[config.mk]
export PLATFORM = sky130hd
export DESIGN_NAME = conv1_sched
export DESIGN_NICKNAME = d
export VERILOG_FILES = /design/src/rtl/conv1_pkg.sv /design/src/rtl/conv1_win_addr.sv /design/src/rtl/conv1_sched.sv
export SDC_FILE = /design/constraint.sdc
export NUM_CORES = 1
export LEC_CHECK = 0
export CAP_MARGIN = 10
export CORE_AREA = 5 5 97 99
export CTS_CLUSTER_DIAMETER = 100
export CTS_CLUSTER_SIZE = 12
export DETAILED_ROUTE_END_ITERATION = 7
export DIE_AREA = 0 0 102 104
export PLACE_DENSITY_LB_ADDON = 0.05
export REMOVE_ABC_BUFFERS = 1
export SLEW_MARGIN = 20
export SYNTH_ARGS = -nofsm -noshare
export SYNTH_HDL_FRONTEND = slang
export SYNTH_HIERARCHICAL = 1
export SYNTH_SLANG_ARGS = --single-unit
[constraint.sdc]
create_clock -name clk -period 6.9 [get_ports clk]
set_input_delay 1.725 -clock clk [delete_from_list [all_inputs] [get_ports clk]]
set_output_delay 1.725 -clock clk [all_outputs]
set_load 0.005 [all_outputs]
[src/rtl/conv1_pkg.sv]
// Shared constants and state encoding for the Convolution 1 layer sequencer.
package conv1_pkg;
    localparam int IMG_W   = 28;
    localparam int KS      = 5;
    localparam int OUT_W   = 24;
    localparam int N_TAPS  = 25;
    localparam int K1_BASE = 25;
    localparam int IMG_AW  = 10;
    localparam int OUT_AW  = 10;
    localparam int K_AW    = 6;

    typedef enum logic [2:0] {
        S_IDLE,
        S_LOAD_K,
        S_K_DRAIN,
        S_CONV,
        S_C_DRAIN,
        S_WRITE,
        S_DONE
    } conv1_state_t;
endpackage

[src/rtl/conv1_win_addr.sv]
// Window walker: r/c/tap counters with incremental image and output addressing.
module conv1_win_addr
    import conv1_pkg::*;
(
    input  logic              clk,
    input  logic              reset,
    input  logic              clear,
    input  logic              step_tap,
    input  logic              step_pos,
    output logic [IMG_AW-1:0] img_addr,
    output logic [OUT_AW-1:0] out_addr,
    output logic [4:0]        tap_idx,
    output logic              last_tap,
    output logic              last_pos
);
    logic [4:0]        r_q, r_d, c_q, c_d, tap_q, tap_d;
    logic [2:0]        j_q, j_d;
    logic [IMG_AW-1:0] base_q, base_d, img_q, img_d;
    logic [OUT_AW-1:0] oaddr_q, oaddr_d;

    assign last_tap = (tap_q == 5'(N_TAPS - 1));
    assign last_pos = (r_q == 5'(OUT_W - 1)) && (c_q == 5'(OUT_W - 1));
    assign img_addr = img_q;
    assign out_addr = oaddr_q;
    assign tap_idx  = tap_q;

    always_comb begin
        r_d     = r_q;
        c_d     = c_q;
        tap_d   = tap_q;
        j_d     = j_q;
        base_d  = base_q;
        img_d   = img_q;
        oaddr_d = oaddr_q;
        if (clear || (step_pos && last_pos)) begin
            // Final position parks everything at zero so no counter runs past its range.
            r_d     = '0;
            c_d     = '0;
            tap_d   = '0;
            j_d     = '0;
            base_d  = '0;
            img_d   = '0;
            oaddr_d = '0;
        end else if (step_pos) begin
            if (c_q == 5'(OUT_W - 1)) begin
                c_d    = '0;
                r_d    = r_q + 1'b1;
                base_d = base_q + IMG_AW'(IMG_W - OUT_W + 1);
            end else begin
                c_d    = c_q + 1'b1;
                base_d = base_q + 1'b1;
            end
            img_d   = base_d;
            oaddr_d = oaddr_q + 1'b1;
            tap_d   = '0;
            j_d     = '0;
        end else if (step_tap) begin
            if (last_tap) begin
                tap_d = '0;
                j_d   = '0;
                img_d = base_q;
            end else if (j_q == 3'(KS - 1)) begin
                j_d   = '0;
                tap_d = tap_q + 1'b1;
                img_d = img_q + IMG_AW'(IMG_W - KS + 1);
            end else begin
                j_d   = j_q + 1'b1;
                tap_d = tap_q + 1'b1;
                img_d = img_q + 1'b1;
            end
        end
    end

    always_ff @(posedge clk or negedge reset) begin
        if (!reset) begin
            r_q     <= '0;
            c_q     <= '0;
            tap_q   <= '0;
            j_q     <= '0;
            base_q  <= '0;
            img_q   <= '0;
            oaddr_q <= '0;
        end else begin
            r_q     <= r_d;
            c_q     <= c_d;
            tap_q   <= tap_d;
            j_q     <= j_d;
            base_q  <= base_d;
            img_q   <= img_d;
            oaddr_q <= oaddr_d;
        end
    end
endmodule

[src/rtl/conv1_sched.sv]
// Convolution 1 layer sequencer: kernel load, window walk, MAC control and result write.
module conv1_sched
    import conv1_pkg::*;
#(
    parameter int RD_LAT = 1
) (
    input  logic              clk,
    input  logic              reset,
    input  logic              start,
    input  logic              out_ready,
    output logic              busy,
    output logic              done,
    output logic              k_rd_en,
    output logic [K_AW-1:0]   k_addr0,
    output logic [K_AW-1:0]   k_addr1,
    output logic              k_load_en,
    output logic [4:0]        k_load_idx,
    output logic              img_rd_en,
    output logic [IMG_AW-1:0] img_addr,
    output logic              mac_en,
    output logic              mac_clr,
    output logic [4:0]        mac_idx,
    output logic              out_we,
    output logic [OUT_AW-1:0] out_addr
);
    conv1_state_t state_q, state_d;
    logic [4:0]   t_q, t_d;
    logic [1:0]   cnt_q, cnt_d;
    logic         win_clear, step_tap, step_pos, last_tap, last_pos;
    logic [4:0]   tap_idx;

    logic [RD_LAT-1:0] kv_q, kv_d, mv_q, mv_d;
    logic [4:0]        ki_q [RD_LAT];
    logic [4:0]        ki_d [RD_LAT];
    logic [4:0]        mi_q [RD_LAT];
    logic [4:0]        mi_d [RD_LAT];

    conv1_win_addr u_win (
        .clk      (clk),
        .reset    (reset),
        .clear    (win_clear),
        .step_tap (step_tap),
        .step_pos (step_pos),
        .img_addr (img_addr),
        .out_addr (out_addr),
        .tap_idx  (tap_idx),
        .last_tap (last_tap),
        .last_pos (last_pos)
    );

    always_comb begin
        state_d   = state_q;
        t_d       = t_q;
        cnt_d     = cnt_q;
        win_clear = 1'b0;
        step_tap  = 1'b0;
        step_pos  = 1'b0;
        busy      = 1'b1;
        done      = 1'b0;
        k_rd_en   = 1'b0;
        img_rd_en = 1'b0;
        out_we    = 1'b0;
        unique case (state_q)
            S_IDLE, S_DONE: begin
                busy = 1'b0;
                done = (state_q == S_DONE);
                if (start) begin
                    state_d   = S_LOAD_K;
                    t_d       = '0;
                    win_clear = 1'b1;
                end
            end
            S_LOAD_K: begin
                k_rd_en = 1'b1;
                if (t_q == 5'(N_TAPS - 1)) begin
                    t_d     = '0;
                    cnt_d   = '0;
                    state_d = S_K_DRAIN;
                end else begin
                    t_d = t_q + 1'b1;
                end
            end
            S_K_DRAIN, S_C_DRAIN: begin
                // Wait out the memory latency so the last tap lands before moving on.
                if (cnt_q == 2'(RD_LAT - 1)) begin
                    cnt_d   = '0;
                    state_d = (state_q == S_K_DRAIN) ? S_CONV : S_WRITE;
                end else begin
                    cnt_d = cnt_q + 1'b1;
                end
            end
            S_CONV: begin
                img_rd_en = 1'b1;
                step_tap  = 1'b1;
                if (last_tap) begin
                    cnt_d   = '0;
                    state_d = S_C_DRAIN;
                end
            end
            S_WRITE: begin
                out_we = 1'b1;
                if (out_ready) begin
                    step_pos = 1'b1;
                    state_d  = last_pos ? S_DONE : S_CONV;
                end
            end
            default: state_d = S_IDLE;
        endcase
    end

    always_comb begin
        kv_d[0] = k_rd_en;
        ki_d[0] = k_rd_en ? t_q : '0;
        mv_d[0] = img_rd_en;
        mi_d[0] = img_rd_en ? tap_idx : '0;
        for (int n = 1; n < RD_LAT; n++) begin
            kv_d[n] = kv_q[n-1];
            ki_d[n] = ki_q[n-1];
            mv_d[n] = mv_q[n-1];
            mi_d[n] = mi_q[n-1];
        end
    end

    always_ff @(posedge clk or negedge reset) begin
        if (!reset) begin
            state_q <= S_IDLE;
            t_q     <= '0;
            cnt_q   <= '0;
            kv_q    <= '0;
            mv_q    <= '0;
            for (int n = 0; n < RD_LAT; n++) begin
                ki_q[n] <= '0;
                mi_q[n] <= '0;
            end
        end else begin
            state_q <= state_d;
            t_q     <= t_d;
            cnt_q   <= cnt_d;
            kv_q    <= kv_d;
            mv_q    <= mv_d;
            for (int n = 0; n < RD_LAT; n++) begin
                ki_q[n] <= ki_d[n];
                mi_q[n] <= mi_d[n];
            end
        end
    end

    assign k_addr0    = k_rd_en ? K_AW'(t_q) : '0;
    assign k_addr1    = k_rd_en ? (K_AW'(K1_BASE) + K_AW'(t_q)) : '0;
    assign k_load_en  = kv_q[RD_LAT-1];
    assign k_load_idx = ki_q[RD_LAT-1];
    assign mac_en     = mv_q[RD_LAT-1];
    assign mac_idx    = mi_q[RD_LAT-1];
    assign mac_clr    = mac_en && (mac_idx == 5'd0);
endmodule

==> results.ini <==
[place]
dp.cells = 575
hpwl_um = 6320
place_congestion = 0.756
io_buffers = 52

[clock_tree]
cts_hold_buf = 0
ctsLongestPathBuffers = 2
cts_tree = built
clock-root-buffer = clkbuf_8
cts_made_buffers = 9
cts_htree_levels = 3
insertion_delay_ns = 0.34
post_cts.repair.setup_buffers = 0
ctsResizeCount = 0
numClockSinks = 70
clk_pin_slew_ns = 0.08

[routing]
ant_nets = 0
wl_um = 9300
wl_per_cell_um = 15.7
firstDrtPassIters = 4
routed-via-count = 3315
drc = 0
viasPerCell = 5.61
drtIter0Drc = 211

[worst_setup_path]
worstSetupEndpointType = flip-flop
crit_family = simple AND/OR/NAND/NOR gates
worstSetupStartpointType = input pin
required_ns = 7.16
worstPathMaxFanout = 29
slowest_delay_ns = 0.86
cp.arrival_ns = 4.38
critPathKind = input pin to flip-flop
critPathBufInv = 1
crit_slowest_cell = and3_1
crit_chain = clkdlybuf4s50_1 -> and3_1 -> or2_2 -> nand4_1 -> or3_1 -> a21oi_1

[timing]
clock.fmax_ghz = 0.243
max-slew-margin-rel_pct = 30.6
grt_setup_unrepaired = no
fin_skew_ns = 0.00855
setup_tns_ns = 0
maxSlewViolCount = 0
post-route-period-util_pct = 59.7
min_period_ns = 4.12
worstMarginPinSlew_ns = 1.04
hold_violations = 0
finalSetupViolCount = 0

[layout]
nNetsFinal = 498
regArea_um2 = 1750
area_growth_pct = 17.2
final_cell_mix = 70 x dfrtp_1, 51 x clkdlybuf4s50_1, 39 x nand2_1, 39 x nor2_1, 32 x o21ai_0
layout-drive-gt1-share_pct = 6.21
fillerInstances = 791
antenna_cells = 0
fin_cells = 591
multiInputGateArea_um2 = 2030
mostFrequentLayoutCell = dfrtp_1

[global_route]
antenna_found_initial = 0
grt_pass1_vias = 3091
grt_max_degree = 71
grt_overflow = 0
track_usage_pct = 17.8
grt_pass1_wl_um = 15300

[floorplan]
die_x_um = 102
initial_utilization_pct = 48.0
io_pins = 54
chipHeight_um = 104
fp-row-count = 34
die_area_um2 = 10600
core_um2 = 8470

[synthesis]
ys_seq_area_share_pct = 43.1
netlist_area_um2 = 4060
synth-main-ff-cell = dfrtp_1
yosysUniqueCellTypes = 63
synth_edf_count = 0
ys_ff_latch = 70
synth_cells = 435
ys_async_sr_fraction_pct = 100
syn_avg_cell_area_um2 = 9.33
yosysWarningCount = 6

[power_and_ir_drop]
p_seq_share_pct = 39.9
power.internal_uw = 944
pwr-share-clk_pct = 26.0
power_frac_comb_pct = 34.1
swShare_pct = 33.5
pwr_density_cell_nw_per_um2 = 298
ir_drop_v = 0.000121
p_switching_uw = 475
leakage_nw = 2.05

[min_path]
hold_class = flip-flop to flip-flop

[outcome]
status = completed

[job]
drv_cap = 0

[final timing paths]
path	startpoint	end	slack [ns]	cells past startpoint
worst max register to register	state_q[1]	u_win/out_addr[6]	3.80	6
min in group asynchronous	reset	mac_en	1.58	2
worst min-delay path	u_win/tap_idx[4]	u_win/tap_idx[4]	0.52	1
worst min register to register	u_win/tap_idx[4]	u_win/tap_idx[4]	0.52	1
worst max-delay path	out_ready	u_win/out_addr[6]	2.78	6
max in group asynchronous	reset	u_win/img_addr[8]	4.71	2
[stage by stage]
step                hold WS, ns  util (%)  worst slack, ns  area, um2  total power, mW
CTS                       0.517      56.2             2.80       4760             1.43
finish                    0.516      56.2             2.78       4760             1.42
global placement          0.497      53.6             2.52       4540             1.05
detailed placement        0.506      53.6             2.41       4540             1.06
global route              0.548      56.2             2.62       4760             1.52
floorplan                 0.459         -             3.48       3860            0.826
[final cells by class]
type                    count  area share, %
repair buffers             55           11.3
flip-flops and latches     70           36.8
well taps                 108           2.84
multi-input cells         321           42.7
inverters                  21           1.68
clock buffers              10           2.89
clock inverters             6           1.79
[power groups by stage]
| stage | sequential, mW | clock [mW] | combinational [mW] |
|---|---|---|---|
| finish | 0.567 | 0.369 | 0.484 |
| global route | 0.580 | 0.398 | 0.541 |
| CTS | 0.566 | 0.379 | 0.489 |
| detailed placement | 0.574 | 0 | 0.487 |
| global placement | 0.573 | 0 | 0.478 |
| floorplan | 0.554 | 0 | 0.272 |
[synthesized netlist by cell type (2+ instances only)]
master,instances,area share (%)
clkbuf_1,6,0.55
nand4_1,7,1.1
nor2b_1,6,0.92
nand2_1,39,3.6
and2_1,11,1.7
a31oi_1,4,0.62
mux2i_1,2,0.49
nand4b_1,4,0.86
a32o_1,7,1.7
nand2b_1,6,0.92
or3_1,5,0.77
o211ai_1,2,0.37
a222oi_1,2,0.49
and3b_1,2,0.43
a21oi_1,28,3.5
a21o_1,3,0.55
a22o_1,5,1.1
buf_4,2,0.37
dfrtp_1,70,43
a211oi_1,4,0.74
o22ai_1,3,0.46
o21ai_0,32,3.9
o21ai_1,3,0.37
xor2_1,9,1.9
o31ai_1,6,1.1
xnor2_1,18,3.9
a211o_1,2,0.43
inv_1,19,1.8
and3_1,4,0.62
buf_2,4,0.49
nor4b_1,2,0.43
nor2_1,39,3.6
nor3b_1,3,0.55
clkbuf_8,6,2.0
buf_6,5,1.4
nand3_1,16,2.0
nor3_1,8,0.99
ha_1,16,4.9
[worst register-to-register path, delay by kind of cell (launching register included)]
family / cells / cell delay (ns)
AO/OA/AOI/OAI: 1 / 0.14
flip-flops: 1 / 0.55
AND/OR/NAND/NOR: 5 / 2.34
[per-layer routing]
layer	global-route usage, %	wire, um
met1	25.5	4270
met2	26.7	4310
met3	3.02	640
met4	6.56	82
met5	0	0
[cells by family (layout without fill, tap and decap cells)]
kind of cell	after synthesis	count (layout)	share of synthesized area [%]
and+or+nand+nor	162	162	20.4
AOI/OAI and AO/OA	112	112	18.0
DFF	70	70	43.1
buffers and inverters	44	92	6.81
xor gates and xnor gates	27	27	5.82
adders and majority gates	16	16	4.93
muxes	3	3	0.770
other	1	1	0.0924
[flip-flops by register name, indices dropped and copies added (netlist names), 3 cells and up]
signal / flops
u_win/c_q: 5
u_win/j_q: 3
u_win/base_q: 10
u_win/tap_idx: 5
state_q: 3
mac_idx: 5
u_win/img_addr: 10
t_q: 5
u_win/r_q: 5
k_load_idx: 5
u_win/out_addr: 10
(Power assumes the default switching activity.)
